## config.mk

```make
export PLATFORM = sky130hd
export DESIGN_NAME = ps2_key_decoder
export DESIGN_NICKNAME = d
export VERILOG_FILES = /design/src/rtl/ps2_key_decoder.sv
export SDC_FILE = /design/constraint.sdc
export NUM_CORES = 1
export LEC_CHECK = 0
export ABC_AREA = 1
export ABC_CLOCK_PERIOD_IN_PS = 1700
export CAP_MARGIN = 20
export CORE_MARGIN = 5
export CORE_UTILIZATION = 30
export CTS_CLUSTER_DIAMETER = 80
export CTS_CLUSTER_SIZE = 12
export DETAILED_ROUTE_END_ITERATION = 7
export GPL_TIMING_DRIVEN = 0
export PLACE_DENSITY = 0.58
export SYNTH_ARGS = -nofsm -noshare
export SYNTH_HDL_FRONTEND = slang
export SYNTH_SLANG_ARGS = --single-unit
```

## constraint.sdc

```tcl
create_clock -name clock -period 1.7 [get_ports clock]
set_clock_uncertainty 0.15 [all_clocks]
set_input_delay 0.34 -clock clock [delete_from_list [all_inputs] [get_ports clock]]
set_output_delay 0.34 -clock clock [all_outputs]
set_load 0.02 [all_outputs]
```

## src/rtl/ps2_key_decoder.sv

```systemverilog
// PS/2 set-2 scan-code decoder: tracks E0/F0 prefixes, holds movement flags, pulses start on Enter press.
// Optional prefix timeout is compiled in with `define PS2_PREFIX_TIMEOUT_EN.
module ps2_key_decoder #(
    parameter logic [25:0] TIMEOUT_CYCLES = 26'd2500000
) (
    input  logic       clock,
    input  logic       resetn,
    input  logic [7:0] ps2_byte,
    input  logic       ps2_byte_en,
    output logic       start,
    output logic       key_up,
    output logic       key_down,
    output logic       key_left,
    output logic       key_right,
    output logic       key_fire,
    output logic [7:0] last_code,
    output logic       last_ext
);

    typedef enum logic [1:0] {
        IDLE    = 2'd0,
        EXT     = 2'd1,
        BRK     = 2'd2,
        EXT_BRK = 2'd3
    } state_t;

    state_t state;
    state_t state_next;
    logic   dec_valid;
    logic   dec_ext;
    logic   dec_brk;
    logic   make;
    logic   enter_held;

`ifdef PS2_PREFIX_TIMEOUT_EN
    logic [25:0] timeout_cnt;

    always_ff @(posedge clock or negedge resetn) begin
        if (!resetn) begin
            timeout_cnt <= 26'd0;
        end else if (ps2_byte_en) begin
            timeout_cnt <= TIMEOUT_CYCLES;
        end else if (timeout_cnt != 26'd0) begin
            timeout_cnt <= timeout_cnt - 26'd1;
        end
    end
`else
    logic unused_timeout;
    assign unused_timeout = ^TIMEOUT_CYCLES;
`endif

    always_ff @(posedge clock or negedge resetn) begin
        if (!resetn) begin
            state <= IDLE;
        end else begin
            state <= state_next;
        end
    end

    // Prefix bytes always restart the sequence; an F0 keeps the extended flavour if one is pending.
    always_comb begin
        state_next = state;
        dec_valid  = 1'b0;
        dec_ext    = 1'b0;
        dec_brk    = 1'b0;
        if (ps2_byte_en) begin
            if (ps2_byte == 8'hE0) begin
                state_next = EXT;
            end else if (ps2_byte == 8'hF0) begin
                state_next = (state == EXT || state == EXT_BRK) ? EXT_BRK : BRK;
            end else begin
                dec_valid  = 1'b1;
                dec_ext    = (state == EXT) || (state == EXT_BRK);
                dec_brk    = (state == BRK) || (state == EXT_BRK);
                state_next = IDLE;
            end
        end
`ifdef PS2_PREFIX_TIMEOUT_EN
        else if (timeout_cnt == 26'd0 && state != IDLE) begin
            state_next = IDLE;
        end
`endif
    end

    assign make = !dec_brk;

    always_ff @(posedge clock or negedge resetn) begin
        if (!resetn) begin
            start      <= 1'b0;
            enter_held <= 1'b0;
            key_up     <= 1'b0;
            key_down   <= 1'b0;
            key_left   <= 1'b0;
            key_right  <= 1'b0;
            key_fire   <= 1'b0;
            last_code  <= 8'h00;
            last_ext   <= 1'b0;
        end else begin
            start <= 1'b0;
            if (dec_valid) begin
                last_code <= ps2_byte;
                last_ext  <= dec_ext;
                // Enter (main or keypad); enter_held masks typematic repeats.
                if (ps2_byte == 8'h5A) begin
                    enter_held <= make;
                    start      <= make && !enter_held;
                end
                if (!dec_ext) begin
                    case (ps2_byte)
                        8'h1D:   key_up    <= make;
                        8'h1B:   key_down  <= make;
                        8'h1C:   key_left  <= make;
                        8'h23:   key_right <= make;
                        8'h29:   key_fire  <= make;
                        default: ;
                    endcase
                end else begin
                    case (ps2_byte)
                        8'h75:   key_up    <= make;
                        8'h72:   key_down  <= make;
                        8'h6B:   key_left  <= make;
                        8'h74:   key_right <= make;
                        default: ;
                    endcase
                end
            end
        end
    end

endmodule
```

* After elaboration in Yosys (flattened, before gate mapping)
Index checks and enable logic that the tools add are counted.
Word-level totals: RAM bits 0, bits in latches 0, memory bits (read-only) 0, bits of input ports 11, register bits 18, word-level logic and storage cells 71, memories 0
Operators by class: mux-type cells 26, reductions and logical operators 15, shifts and indexed selects 0, add/sub/neg operators 0, equal/unequal tests 19, $lt $le $gt $ge 0, multiply operators 0, divide/modulo/power cells 0, bitwise gates (word level) 1
Operators with widths (count):
- 8-bit by 7-bit == test with 1-bit output, second input constant | 5
- 8-bit by 5-bit == test with 1-bit output, second input constant | 3
- 1-bit 2-to-1 mux | 24
- 8-bit by 6-bit == test with 1-bit output, second input constant | 2
- 8-bit == test, second input constant | 2
- 3-bit AND reduction | 5
- 2-bit by 1-bit inequality test with 1-bit output, second input constant | 4
- 2-bit nonzero test | 4
- 2-bit == test, second input constant | 2
- 2-bit 2-to-1 mux | 2
- 2-bit by 1-bit == test with 1-bit output, second input constant | 1
- 1-bit logical NOT | 2
- 1-bit logical OR | 2
- 2-bit AND reduction | 1
- 1-bit logical AND | 1
- 1-bit NOT | 1

* Longest topological paths before layout
depth in word-level cells 9, mapped depth 10

* Worst setup path before layout
OpenSTA, ideal clock, no wires.
path type input -> register, start input port ps2_byte[6], end register key_down, data required time 1.433 ns, buffers on the path 0, arrival 1.083 ns, setup time 0.117 ns, stages on the path 8, setup slack 0.350 ns, cells stage by stage nand2_2 > nor2_4 > o21ai_4 > nand2_4 > a21oi_2 > nand2_1 > o21ai_1 > inv_1
Between the ends: cells in the longest elaborated chain, start to end 7, elaborated cells between the ends (all ways) 20, those cells by class eq/ne: 5; mux: 12; reduce/logical: 3
Ends and longest elaborated chain:
- start: declaration | line 8 | input logic [7:0] ps2_byte,
- 8-bit == test | line 69 | end else if (ps2_byte == 8'hF0) begin
- 1-bit 2-to-1 mux | line 69
- 1-bit 2-to-1 mux | line 67 | if (ps2_byte == 8'hE0) begin
- 1-bit 2-to-1 mux | line 66 | if (ps2_byte_en) begin
- 1-bit logical NOT | line 85 | assign make = !dec_brk;
- 1-bit 2-to-1 mux (on tied branches) | line 109, 118
- 1-bit 2-to-1 mux | line 108 | if (!dec_ext) begin
- end signal: assignment | line 111 | 8'h1B: key_down <= make;
- end signal: assignment | line 120 | 8'h72: key_down <= make;
- end: declaration | line 12 | output logic key_down,
Several ways; a longest one is shown, not always the timed one. The select of a mux whose other input is x is not followed. A chain may end at the register's enable or synchronous reset.

* Final worst setup path
Same ends and word-level chain as after synthesis.

==> metrics.txt <==
# TYPE chip_impl_metric gauge
chip_impl_metric{name="worst-endpoint-required",unit="ns"} 1.75
chip_impl_info{name="crit_path_top_delay_cell",value="sky130_fd_sc_hd__dlygate4sd2_1"} 1
chip_impl_metric{name="clock-sinks",unit=""} 18
chip_impl_metric{name="power.density_cell_area",unit="mW/mm^2"} 667.1
chip_impl_metric{name="synth_edf_count",unit=""} 0
chip_impl_metric{name="irDropWorstVdd",unit="V"} 0.0002024
chip_impl_metric{name="grt_pass1_wl",unit="mm"} 4.002
chip_impl_metric{name="worst_path_largest_cell_delay",unit="ns"} 0.32
chip_impl_metric{name="cts_made_buffers",unit=""} 3
chip_impl_info{name="worst-setup-path-type",value="primary input to flip-flop"} 1
chip_impl_metric{name="synth.yosys.seq_area_share",unit="%"} 43.32
chip_impl_metric{name="postRouteAntennaNets",unit=""} 0
chip_impl_metric{name="synthCells",unit=""} 127
chip_impl_metric{name="n_fill_cell",unit=""} 359
chip_impl_info{name="synth_flop_cell",value="sky130_fd_sc_hd__dfrtp_1"} 1
chip_impl_metric{name="route.vias.total",unit=""} 953
chip_impl_metric{name="ys_warn_count",unit=""} 0
chip_impl_info{name="synth_most_common_cell",value="sky130_fd_sc_hd__nand2_1"} 1
chip_impl_info{name="synth_area_leaders",value="sky130_fd_sc_hd__dfrtp_1 43%, sky130_fd_sc_hd__nand2_1 12%, sky130_fd_sc_hd__inv_1 6.1%, sky130_fd_sc_hd__nand3_1 5.3%, sky130_fd_sc_hd__o21ai_1 4.8%"} 1
chip_impl_metric{name="place_inst",unit=""} 197
chip_impl_metric{name="maximum_level_of_the_cts_h_tree",unit=""} 1
chip_impl_metric{name="die_height",unit="um"} 68.87
chip_impl_metric{name="max_clock_freq",unit="MHz"} 662.9
chip_impl_metric{name="1st_iter_drt_viols",unit=""} 36
chip_impl_metric{name="place.detailed.hpwl",unit="mm"} 1.842
chip_impl_metric{name="clk_pin_slew",unit="ns"} 0.10
chip_impl_metric{name="timing.max_slew.rel_slack",unit="%"} 45.78
chip_impl_metric{name="globalRouteOverflowTotal",unit=""} 0
chip_impl_metric{name="io_pins",unit=""} 26
chip_impl_metric{name="antenna_cells",unit=""} 0
chip_impl_info{name="worstSetupEndpointType",value="flip-flop"} 1
chip_impl_metric{name="syn_avg_cell_area",unit="sq um"} 8.187
chip_impl_metric{name="post_route_cells_drive_above_1_share",unit="%"} 24.69
chip_impl_metric{name="multi_input_area",unit="sq um"} 538.0
chip_impl_metric{name="area_of_the_core",unit="sq mm"} 0.003337
chip_impl_metric{name="synth.lib_cells_used.distinct",unit=""} 22
chip_impl_metric{name="layout_min_cycle_time",unit="ns"} 1.509
chip_impl_metric{name="power.leakage",unit="nW"} 0.7772
chip_impl_metric{name="firstDrtPassIters",unit=""} 4
chip_impl_metric{name="setup_viol_count_final",unit=""} 0
chip_impl_metric{name="hold_slack",unit="ns"} 0.1874
chip_impl_metric{name="route.detailed.drc",unit=""} 0
chip_impl_info{name="outcome",value="finished clean"} 1
chip_impl_metric{name="final_cell_count_no_fill",unit=""} 208
chip_impl_metric{name="final_hold_viol_count",unit=""} 0
chip_impl_metric{name="dpl_worst_slack",unit="ns"} -0.3374
chip_impl_metric{name="cap_viol_max_count",unit=""} 0
chip_impl_info{name="timing.critical_path.max_delay_family",value="compound AO/OA/AOI/OAI gates"} 1
chip_impl_metric{name="max_slew.worst_pin.slew",unit="ns"} 0.8108
chip_impl_metric{name="final_nets",unit=""} 174
chip_impl_metric{name="p_total",unit="W"} 0.0009748
chip_impl_metric{name="number_of_pins_exceeding_their_max_slew_limit_in_the_final_report",unit=""} 0
chip_impl_metric{name="cp.buffers_inverters",unit=""} 2
chip_impl_metric{name="syn2layout_area_growth",unit="%"} 40.55
chip_impl_info{name="start_kind",value="primary input"} 1
chip_impl_metric{name="final_critical_path_setup_slack",unit="ns"} 0.1915
chip_impl_metric{name="postSynthRegisterBits",unit=""} 18
chip_impl_metric{name="max_fanout_on_critical_path",unit=""} 7
chip_impl_metric{name="clk_latency",unit="ns"} 0.30
chip_impl_metric{name="grt_pass1_vias",unit=""} 911
chip_impl_info{name="min-delay-path-class",value="primary input to flip-flop"} 1
chip_impl_metric{name="dieArea",unit="sq mm"} 0.004743
chip_impl_metric{name="syn_area",unit="sq mm"} 0.001040
chip_impl_metric{name="timing.hold.worst_path_depth",unit=""} 2
chip_impl_info{name="tritoncts_clock_tree",value="done"} 1
chip_impl_metric{name="post-route-period-util",unit="%"} 88.74
chip_impl_metric{name="detail_route.wirelength",unit="mm"} 2.433
chip_impl_metric{name="postSynth.asyncResetShare",unit="%"} 100.0
chip_impl_metric{name="wl_per_cell",unit="um"} 11.70
chip_impl_metric{name="drt-vias-per-instance",unit=""} 4.582
chip_impl_metric{name="layout.core_utilization",unit="%"} 43.79
chip_impl_metric{name="cts_hold_buffers",unit=""} 0
chip_impl_metric{name="worst_case_reg_to_reg_path_depth",unit=""} 6
chip_impl_metric{name="grt_start_max_net_pins",unit=""} 19
chip_impl_metric{name="netlist.area_leader.share",unit="%"} 43.32
chip_impl_metric{name="clockBufferDepth",unit=""} 2
chip_impl_metric{name="buffer_ports.inserted",unit=""} 24
chip_impl_info{name="synth_commonest_cells",value="32 x sky130_fd_sc_hd__nand2_1, 18 x sky130_fd_sc_hd__dfrtp_1, 17 x sky130_fd_sc_hd__inv_1"} 1
chip_impl_info{name="clk_root_buffer_cell",value="sky130_fd_sc_hd__clkbuf_4"} 1
chip_impl_metric{name="gr-usage-all-layers",unit="%"} 11.42
chip_impl_metric{name="worst-path-stages",unit=""} 9
chip_impl_metric{name="gp_congestion",unit=""} 0.8207
chip_impl_info{name="cp_cell_sequence",value="dlygate4sd2_1, nand2_2, nor2_2, o21ai_4, nand2_4, a21oi_4, nand2_1, o21ai_1, inv_1"} 1
chip_impl_info{name="setup_repair_after_global_routing_missed_its_margin",value="no"} 1
chip_impl_info{name="synth.largest_area_cell",value="sky130_fd_sc_hd__dfrtp_1"} 1
chip_impl_metric{name="worstPathArrival",unit="ns"} 1.56
chip_impl_metric{name="std_cell_rows",unit=""} 21
chip_impl_metric{name="grt_antenna_before_repair",unit=""} 0
chip_impl_metric{name="layout.area.seq",unit="sq um"} 450.4
chip_impl_metric{name="die_w",unit="um"} 68.87
chip_impl_metric{name="synth.net_count",unit=""} 138
chip_impl_metric{name="effective_utilization_at_floorplan",unit="%"} 31.16
==> final cells by class <==
cell class	count	area share, %
flip-flops and latches	18	30.82
multi-input cells	89	36.82
clock buffers	4	2.483
inverters	18	4.623
plain buffers	2	1.712
well taps	46	3.938
repair buffers	31	19.61
==> stage by stage <==
step | TNS (ns) | area, sq um
after CTS | 0 | 1368
after detailed placement | -4.710 | 1338
after global placement | -4.575 | 1338
final | 0 | 1461
after global routing | 0 | 1461
after floorplan | 0 | 1040
==> power breakdown <==
| group | switching (W) | internal [W] | total (W) |
|---|---|---|---|
| Sequential | 0.0000162 | 0.000461 | 0.000477 |
| Combinational | 0.000141 | 0.0000883 | 0.000229 |
| Clock | 0.000138 | 0.000131 | 0.000269 |
| Total | 0.000295 | 0.000680 | 0.000975 |
==> state kept, by name, indices dropped and copies added, names as in the netlist <==
signal / cells
key_up: 1
state: 2
last_ext: 1
key_left: 1
key_right: 1
enter_held: 1
key_fire: 1
start: 1
last_code: 8
key_down: 1
==> logic make-up (layout without fill, tap and decap cells) <==
kind of cell	after synthesis	in the layout	synth area share, %
AND/OR/NAND/NOR	75	75	39.35
buffers and inverters	20	55	8.904
flip-flops	18	18	43.32
AO/OA/AOI/OAI	14	14	8.424
==> worst register-to-register path: stages, from the launching register on <==
cell	delay, ns
sky130_fd_sc_hd__dfrtp_1	0.48
sky130_fd_sc_hd__inv_1	0.15
sky130_fd_sc_hd__nand3_2	0.11
sky130_fd_sc_hd__a21oi_4	0.15
sky130_fd_sc_hd__nand2_1	0.06
sky130_fd_sc_hd__o21ai_1	0.07
sky130_fd_sc_hd__inv_1	0.05
==> routing by layer <==
layer  global-route usage, %  vias up  part of all wire (%)
li1                        -      484                     -
met1                   14.66      440                    46
met2                   19.05       24                    48
met3                   1.621        5                   3.8
met4                   4.866        0                   2.1
met5                       0        -                     0
==> final timing paths <==
check | startpoint | end | slack, ns
max in group asynchronous | resetn | key_down$_DFFE_PN0P_ | 0.55
worst min-delay path | ps2_byte_en | state[1]$_DFFE_PN0P_ | 0.19
worst min register to register | enter_held$_DFFE_PN0P_ | start$_DFF_PN0_ | 0.28
min in group asynchronous | resetn | enter_held$_DFFE_PN0P_ | 0.35
worst max-delay path | ps2_byte[6] | key_down$_DFFE_PN0P_ | 0.19
worst max register to register | state[0]$_DFFE_PN0P_ | key_down$_DFFE_PN0P_ | 0.39
==> placed cells by master (no fill, tap or decap), drive strengths merged <==
cell type / netlist / final
a21oi: 2 / 2
buf: 1 / 8
clkbuf: 1 / 5
clkdlybuf4s50: 0 / 1
dfrtp: 18 / 18
dlygate4sd2: 0 / 17
dlymetal6s2s: 0 / 6
inv: 18 / 18
nand2: 38 / 38
nand3: 13 / 13
nand4: 7 / 7
nor2: 12 / 12
nor3: 5 / 5
o21a: 1 / 1
o21ai: 11 / 11
==> timing repair <==
| action | 4_1_cts | 5_1_grt |
|---|---|---|
| resized for setup | 20 | 15 |
| buffers inserted | 0 | 7 |
| pin swaps | 2 | 6 |
| setup endpoints to repair | 17 | 16 |
No activity file was read; power rests on OpenSTA's default activity.
